<file path="src/rtl/line_fill_engine.sv">
// -----------------------------------------------------------------------------
// line_fill_engine
//
// Bus-side read engine on the cache miss path. It accepts one line-fill
// request, wins the shared main bus, issues one tagged read and gathers the
// response beats into a full cache line. The line goes back to the cache with
// a one-cycle completion pulse. Only one fill is outstanding at a time.
//
// Ports
//   clk, reset          clock; synchronous active-high reset
//   req_valid/req_ready fill request handshake from the cache (req_addr is a
//   req_addr            byte address, the low line-offset bits are dropped)
//   fill_valid          one-cycle pulse: fill_data/fill_addr hold the line
//   fill_data           assembled line, beat i at [i*BUS_DATA_WIDTH +: W]
//   fill_addr           line-aligned address of the fill
//   busy                high in every state except IDLE
//   abtr_reqcyc/grant   bus arbiter request / grant
//   bus_reqcyc/req/     read request (valid / address / tag) and its
//   bus_reqtag/reqack   acceptance
//   bus_respcyc/resp/   response beat (valid / data / tag) and the
//   bus_resptag/respack beat acknowledge
//
// Bus-facing outputs are forced to zero outside the states that drive them so
// the parent can OR them with the store-side engine.
// -----------------------------------------------------------------------------
module line_fill_engine #(
    parameter int                     BUS_DATA_WIDTH = 64,
    parameter int                     BUS_TAG_WIDTH  = 13,
    parameter int                     LINE_BYTES     = 64,
    parameter logic [BUS_TAG_WIDTH-1:0] READ_TAG     = 13'h1100
) (
    input  logic                          clk,
    input  logic                          reset,

    input  logic                          req_valid,
    input  logic [63:0]                   req_addr,
    output logic                          req_ready,

    output logic                          fill_valid,
    output logic [LINE_BYTES*8-1:0]       fill_data,
    output logic [63:0]                   fill_addr,
    output logic                          busy,

    output logic                          abtr_reqcyc,
    input  logic                          abtr_grant,

    output logic                          bus_reqcyc,
    output logic [BUS_DATA_WIDTH-1:0]     bus_req,
    output logic [BUS_TAG_WIDTH-1:0]      bus_reqtag,
    input  logic                          bus_reqack,

    input  logic                          bus_respcyc,
    input  logic [BUS_DATA_WIDTH-1:0]     bus_resp,
    input  logic [BUS_TAG_WIDTH-1:0]      bus_resptag,
    output logic                          bus_respack
);

    localparam int LINE_W = LINE_BYTES * 8;
    localparam int BEATS  = LINE_W / BUS_DATA_WIDTH;
    localparam int CNT_W  = (BEATS > 1) ? $clog2(BEATS) : 1;

    localparam logic [63:0]      LINE_MASK = ~(64'(LINE_BYTES) - 64'd1);
    localparam logic [CNT_W-1:0] LAST_BEAT = CNT_W'(BEATS - 1);

    typedef enum logic [2:0] {
        IDLE = 3'd0,
        ARB  = 3'd1,
        REQ  = 3'd2,
        RESP = 3'd3,
        DONE = 3'd4
    } state_t;

    state_t           state;
    state_t           state_next;

    logic [63:0]      line_addr;
    logic [LINE_W-1:0] line_data;
    logic [CNT_W-1:0] beat_cnt;

    logic             accept;
    logic             beat_take;

    // A request is taken only in IDLE; a beat only in RESP with the read tag.
    assign accept    = (state == IDLE) && req_valid;
    assign beat_take = (state == RESP) && bus_respcyc && (bus_resptag == READ_TAG);

    // -------------------------------------------------------------------------
    // State register
    // -------------------------------------------------------------------------
    always_ff @(posedge clk) begin
        if (reset) begin
            state <= IDLE;
        end else begin
            state <= state_next;
        end
    end

    // -------------------------------------------------------------------------
    // Next-state logic
    // -------------------------------------------------------------------------
    always_comb begin
        state_next = state;
        case (state)
            IDLE: if (req_valid)  state_next = ARB;
            ARB:  if (abtr_grant) state_next = REQ;
            REQ:  if (bus_reqack) state_next = RESP;
            // Grant is not re-checked here: ownership is held until DONE.
            RESP: if (beat_take && (beat_cnt == LAST_BEAT)) state_next = DONE;
            DONE: state_next = IDLE;
            default: state_next = IDLE;
        endcase
    end

    // -------------------------------------------------------------------------
    // Output logic
    // -------------------------------------------------------------------------
    always_comb begin
        req_ready   = 1'b0;
        busy        = 1'b1;
        fill_valid  = 1'b0;
        abtr_reqcyc = 1'b0;
        bus_reqcyc  = 1'b0;
        bus_req     = '0;
        bus_reqtag  = '0;
        bus_respack = 1'b0;
        case (state)
            IDLE: begin
                req_ready = 1'b1;
                busy      = 1'b0;
            end
            ARB: begin
                abtr_reqcyc = 1'b1;
            end
            REQ: begin
                abtr_reqcyc = 1'b1;
                bus_reqcyc  = 1'b1;
                bus_req     = BUS_DATA_WIDTH'(line_addr);
                bus_reqtag  = READ_TAG;
            end
            RESP: begin
                abtr_reqcyc = 1'b1;
                bus_respack = beat_take;
            end
            DONE: begin
                fill_valid = 1'b1;
            end
            default: begin
                busy = 1'b1;
            end
        endcase
    end

    // -------------------------------------------------------------------------
    // Line address, beat counter and line assembly
    // -------------------------------------------------------------------------
    always_ff @(posedge clk) begin
        if (reset) begin
            line_addr <= '0;
            line_data <= '0;
            beat_cnt  <= '0;
        end else if (accept) begin
            // Previous line stays visible until this point; a new request
            // starts from a clean line and slot 0.
            line_addr <= req_addr & LINE_MASK;
            line_data <= '0;
            beat_cnt  <= '0;
        end else if (beat_take) begin
            for (int i = 0; i < BEATS; i++) begin
                if (beat_cnt == CNT_W'(i)) begin
                    line_data[i*BUS_DATA_WIDTH +: BUS_DATA_WIDTH] <= bus_resp;
                end
            end
            beat_cnt <= beat_cnt + CNT_W'(1);
        end
    end

    assign fill_data = line_data;
    assign fill_addr = line_addr;

endmodule

</file>
<file path="config.mk">
export PLATFORM = sky130hd
export DESIGN_NAME = line_fill_engine
export DESIGN_NICKNAME = d
export VERILOG_FILES = /design/src/rtl/line_fill_engine.sv
export SDC_FILE = /design/constraint.sdc
export NUM_CORES = 1
export LEC_CHECK = 0
export BUFFER_PORTS_ARGS = -buffer_cell sky130_fd_sc_hd__buf_2
export CORE_AREA = 2 2 311 313
export DETAILED_ROUTE_END_ITERATION = 10
export DIE_AREA = 0 0 313 315
export GPL_TIMING_DRIVEN = 0
export PLACE_DENSITY_LB_ADDON = 0.05
export SYNTH_ARGS = -nofsm -noshare
export SYNTH_HDL_FRONTEND = slang
export SYNTH_SLANG_ARGS = --single-unit
export TNS_END_PERCENT = 5
</file>
<file path="constraint.sdc">
create_clock -name clk -period 2.25 [get_ports clk]
set_clock_uncertainty 0.1 [all_clocks]
set_input_delay 0.225 -clock clk [delete_from_list [all_inputs] [get_ports clk]]
set_output_delay 0.225 -clock clk [all_outputs]
set_load 0.05 [all_outputs]
</file>
==> qor.txt <==
Seq/Total Area, Yosys = 53.8%
Mapped Avg Cell Area = 10.0 sq um
Die W = 313 um
RSZ-0062 raised after global routing = yes
Crit path launch type = flop
Final setup vio count = 17
Crit Path Max Fanout = 10
Post-route minimum period = 2270 ps
CP arrival = 1940 ps
Remaining DRCs = 0
Commonest non-fill, non-tap cell in the layout = buf_2
Post-DRT Antenna Nets = 0
VDD IR-drop max = 398 uV
Violations in the final reports = negative setup slack
Vias in the first global route = 19,200
CTS tree = yes
FILL cells = 10,000
CTS max path bufs = 3
Crit. End Element = output port
GPL Wtd Cong = 0.819
Share of layout cells above drive strength 1 = 35.3%
Hold Vio Cnt, Final = 0
Slew Viols, Final = 0
Starting Density = 22.4%
Max-slew headroom = 55.3%
1st-pass router iterations = 4
Synthesized flop and latch total = 576
Mapped Cells = 2,140
Fin crit share = 101%
DR vias = 18,900
CORE AREA = 0.0957 sq mm
Clk slew on worst S/H paths = 50 ps
Synth warnings = 0
Rows = 114
Min-Delay Startpoint = bus_resp[45]
MaxCap Viol Count = 0
Remaining global-route overflow = 0
Largest net degree at the start of global routing = 13
WP data required = 1920 ps
CP peak stage delay = 310 ps
Port Buffers = 775
Avg Vias per Cell = 4.25
CTS buffer count = 72
Pwr/cell area = 764 mW/mm^2
Setup TNS = -116 ps
CP max stage cell = dfxtp_2
Kind of critical path = flop to output port
First-pass GRT wire length = 138,000 um
Peak Freq = 441 MHz
Cell breakdown of the critical path = buf_6 -> nor2_4 -> buf_8 -> buf_8 -> and3_1 -> buf_6
Netlist cell types = 34
Wire length per cell = 22.4 um
Gr usage total = 19.4%
Die height = 315 um
Main synth FF type = dfxtp_1
Worst slew pin tran = 671 ps
I/O pins = 806
Commonest non-fill, non-tap cells in the layout = buf_2 (730), nand2_1 (662), dfxtp_1 (575)
H-tree Lvls = 3
CP delay by family, top = buffers and inverters
Routed WL = 99,500 um
Clock latency on the worst-skew pair = 600 ps
Setup WS post-layout = -16.9 ps
Initial antenna violation count = 4
Leakage = 17.0 nW
HP Class = input pin to flop
Fin nets = 3,277
Layout area overhead = 45.8%
Die area = 0.0986 sq mm
Status = finished, violations left
Post-synth EDFFs = 0
Clk sink count = 576
Placement Setup Slack = -1600 ps
CP startpoint = state[2]
Mapped Area = 0.0214 sq mm
Violation count after the first detailed-route iteration = 685
WP buf/inv = 4
Root buffer cell = clkbuf_16
FFs w/ async S/R, synth = 0%
Detailed placer's ending HPWL = 75,100 um
Reg2reg start = state[1]
-- through the flow --
step                      total power [mW]  instances  hold slack, ps  instance area (sq um)  util, %
after floorplan                       11.7       2162             261                  21500        -
after global placement                12.5       4213             339                  27000     28.2
after detailed placement              12.5       4215             343                  27000     28.2
after CTS                             24.3       4432            4.32                  31000     32.3
after global routing                  24.8       4443            40.3                  31300     32.7
final                                 23.9       4444            32.6                  31300     32.7
-- logic make-up (layout without fill, tap and decap cells) --
group | count (synthesis) | in the layout | synth area share (%)
and+or+nand+nor | 794 | 794 | 15.2
DFF | 576 | 576 | 53.8
muxes | 513 | 513 | 24.0
buffers and inverters | 185 | 1190 | 5.09
AOI/OAI and AO/OA | 65 | 65 | 1.55
adders and majority gates | 6 | 6 | 0.350
other | 1 | 24 | 0.0175
-- path summary, 6_finish.rpt --
path	to	slack [ps]	depth (start not counted)
setup reg to reg	fill_data[94]	30	8
setup / recovery	bus_req[21]	-20	6
hold / removal	fill_data[109]	30	3
hold reg to reg	fill_data[30]	350	2
-- power by group --
group          internal (mW)  leakage [nW]  switching, mW  total (mW)
combinational          0.622          11.2           1.58        2.20
clock                   6.71          1.09           4.62        11.3
sequential              10.3          4.65         0.0810        10.4
-- synthesized netlist by cell type (3+ instances only) --
cell,instances,area (sq um)
and3_1,60,375
nor2_1,6,22.5
clkbuf_1,93,349
mux2i_1,513,5130
nand2_1,697,2620
inv_1,5,18.8
ha_1,6,75.1
buf_6,36,405
nand4_1,3,18.8
a21oi_1,61,305
dfxtp_1,576,11500
nor3_1,4,20.0
buf_4,26,195
buf_2,23,115
nand3_1,8,40.0
-- routing by layer --
metal  vias up  global-route usage [%]  wire (um)
li1       9018                       -          -
met1      9114                    21.6      39000
met2       607                    34.2      49700
met3       150                    6.05       7170
met4         0                    7.75       3620
met5         -                       0          0
-- registers in the layout (all words and copies together), names as in the netlist --
| name | count |
|---|---|
| beat_cnt | 3 |
| fill_addr | 58 |
| fill_data | 512 |
| state | 3 |
-- worst reg2reg max path, stage by stage, from the launching register on --
cell      delay [ps]
dfxtp_1          290
buf_4            170
nor4b_4          280
buf_4            170
nor2_4            50
buf_8            180
clkbuf_2         290
nand2_1          420
mux2i_1          140
-- layout make-up --
class                           count  area, sq um  share of cell area, %
Antenna cell                        1         2.50                0.00801
Buffer                            180         1340                   4.28
Clock buffer                      103         2070                   6.62
Clock inverter                     14          173                  0.552
Inverter                            5         18.8                 0.0600
Multi-Input combinational cell   1401         9180                   29.4
Sequential cell                   576        11500                   36.9
Tap cell                         1276         1600                   5.11
Timing Repair Buffer              888         5350                   17.1
-- timing repair --
| item | 4_1_cts | 5_1_grt |
|---|---|---|
| cloned | 2 | 0 |
| hold endpoints to repair | 273 | 58 |
| gates resized for setup | 259 | 76 |
| buffers inserted | 7 | 2 |
| endpoints found under the setup margin | 611 | 402 |
| hold buffers | 91 | 9 |
| pin swaps | 6 | 4 |
Note: power is estimated with default switching activity, not from simulation.
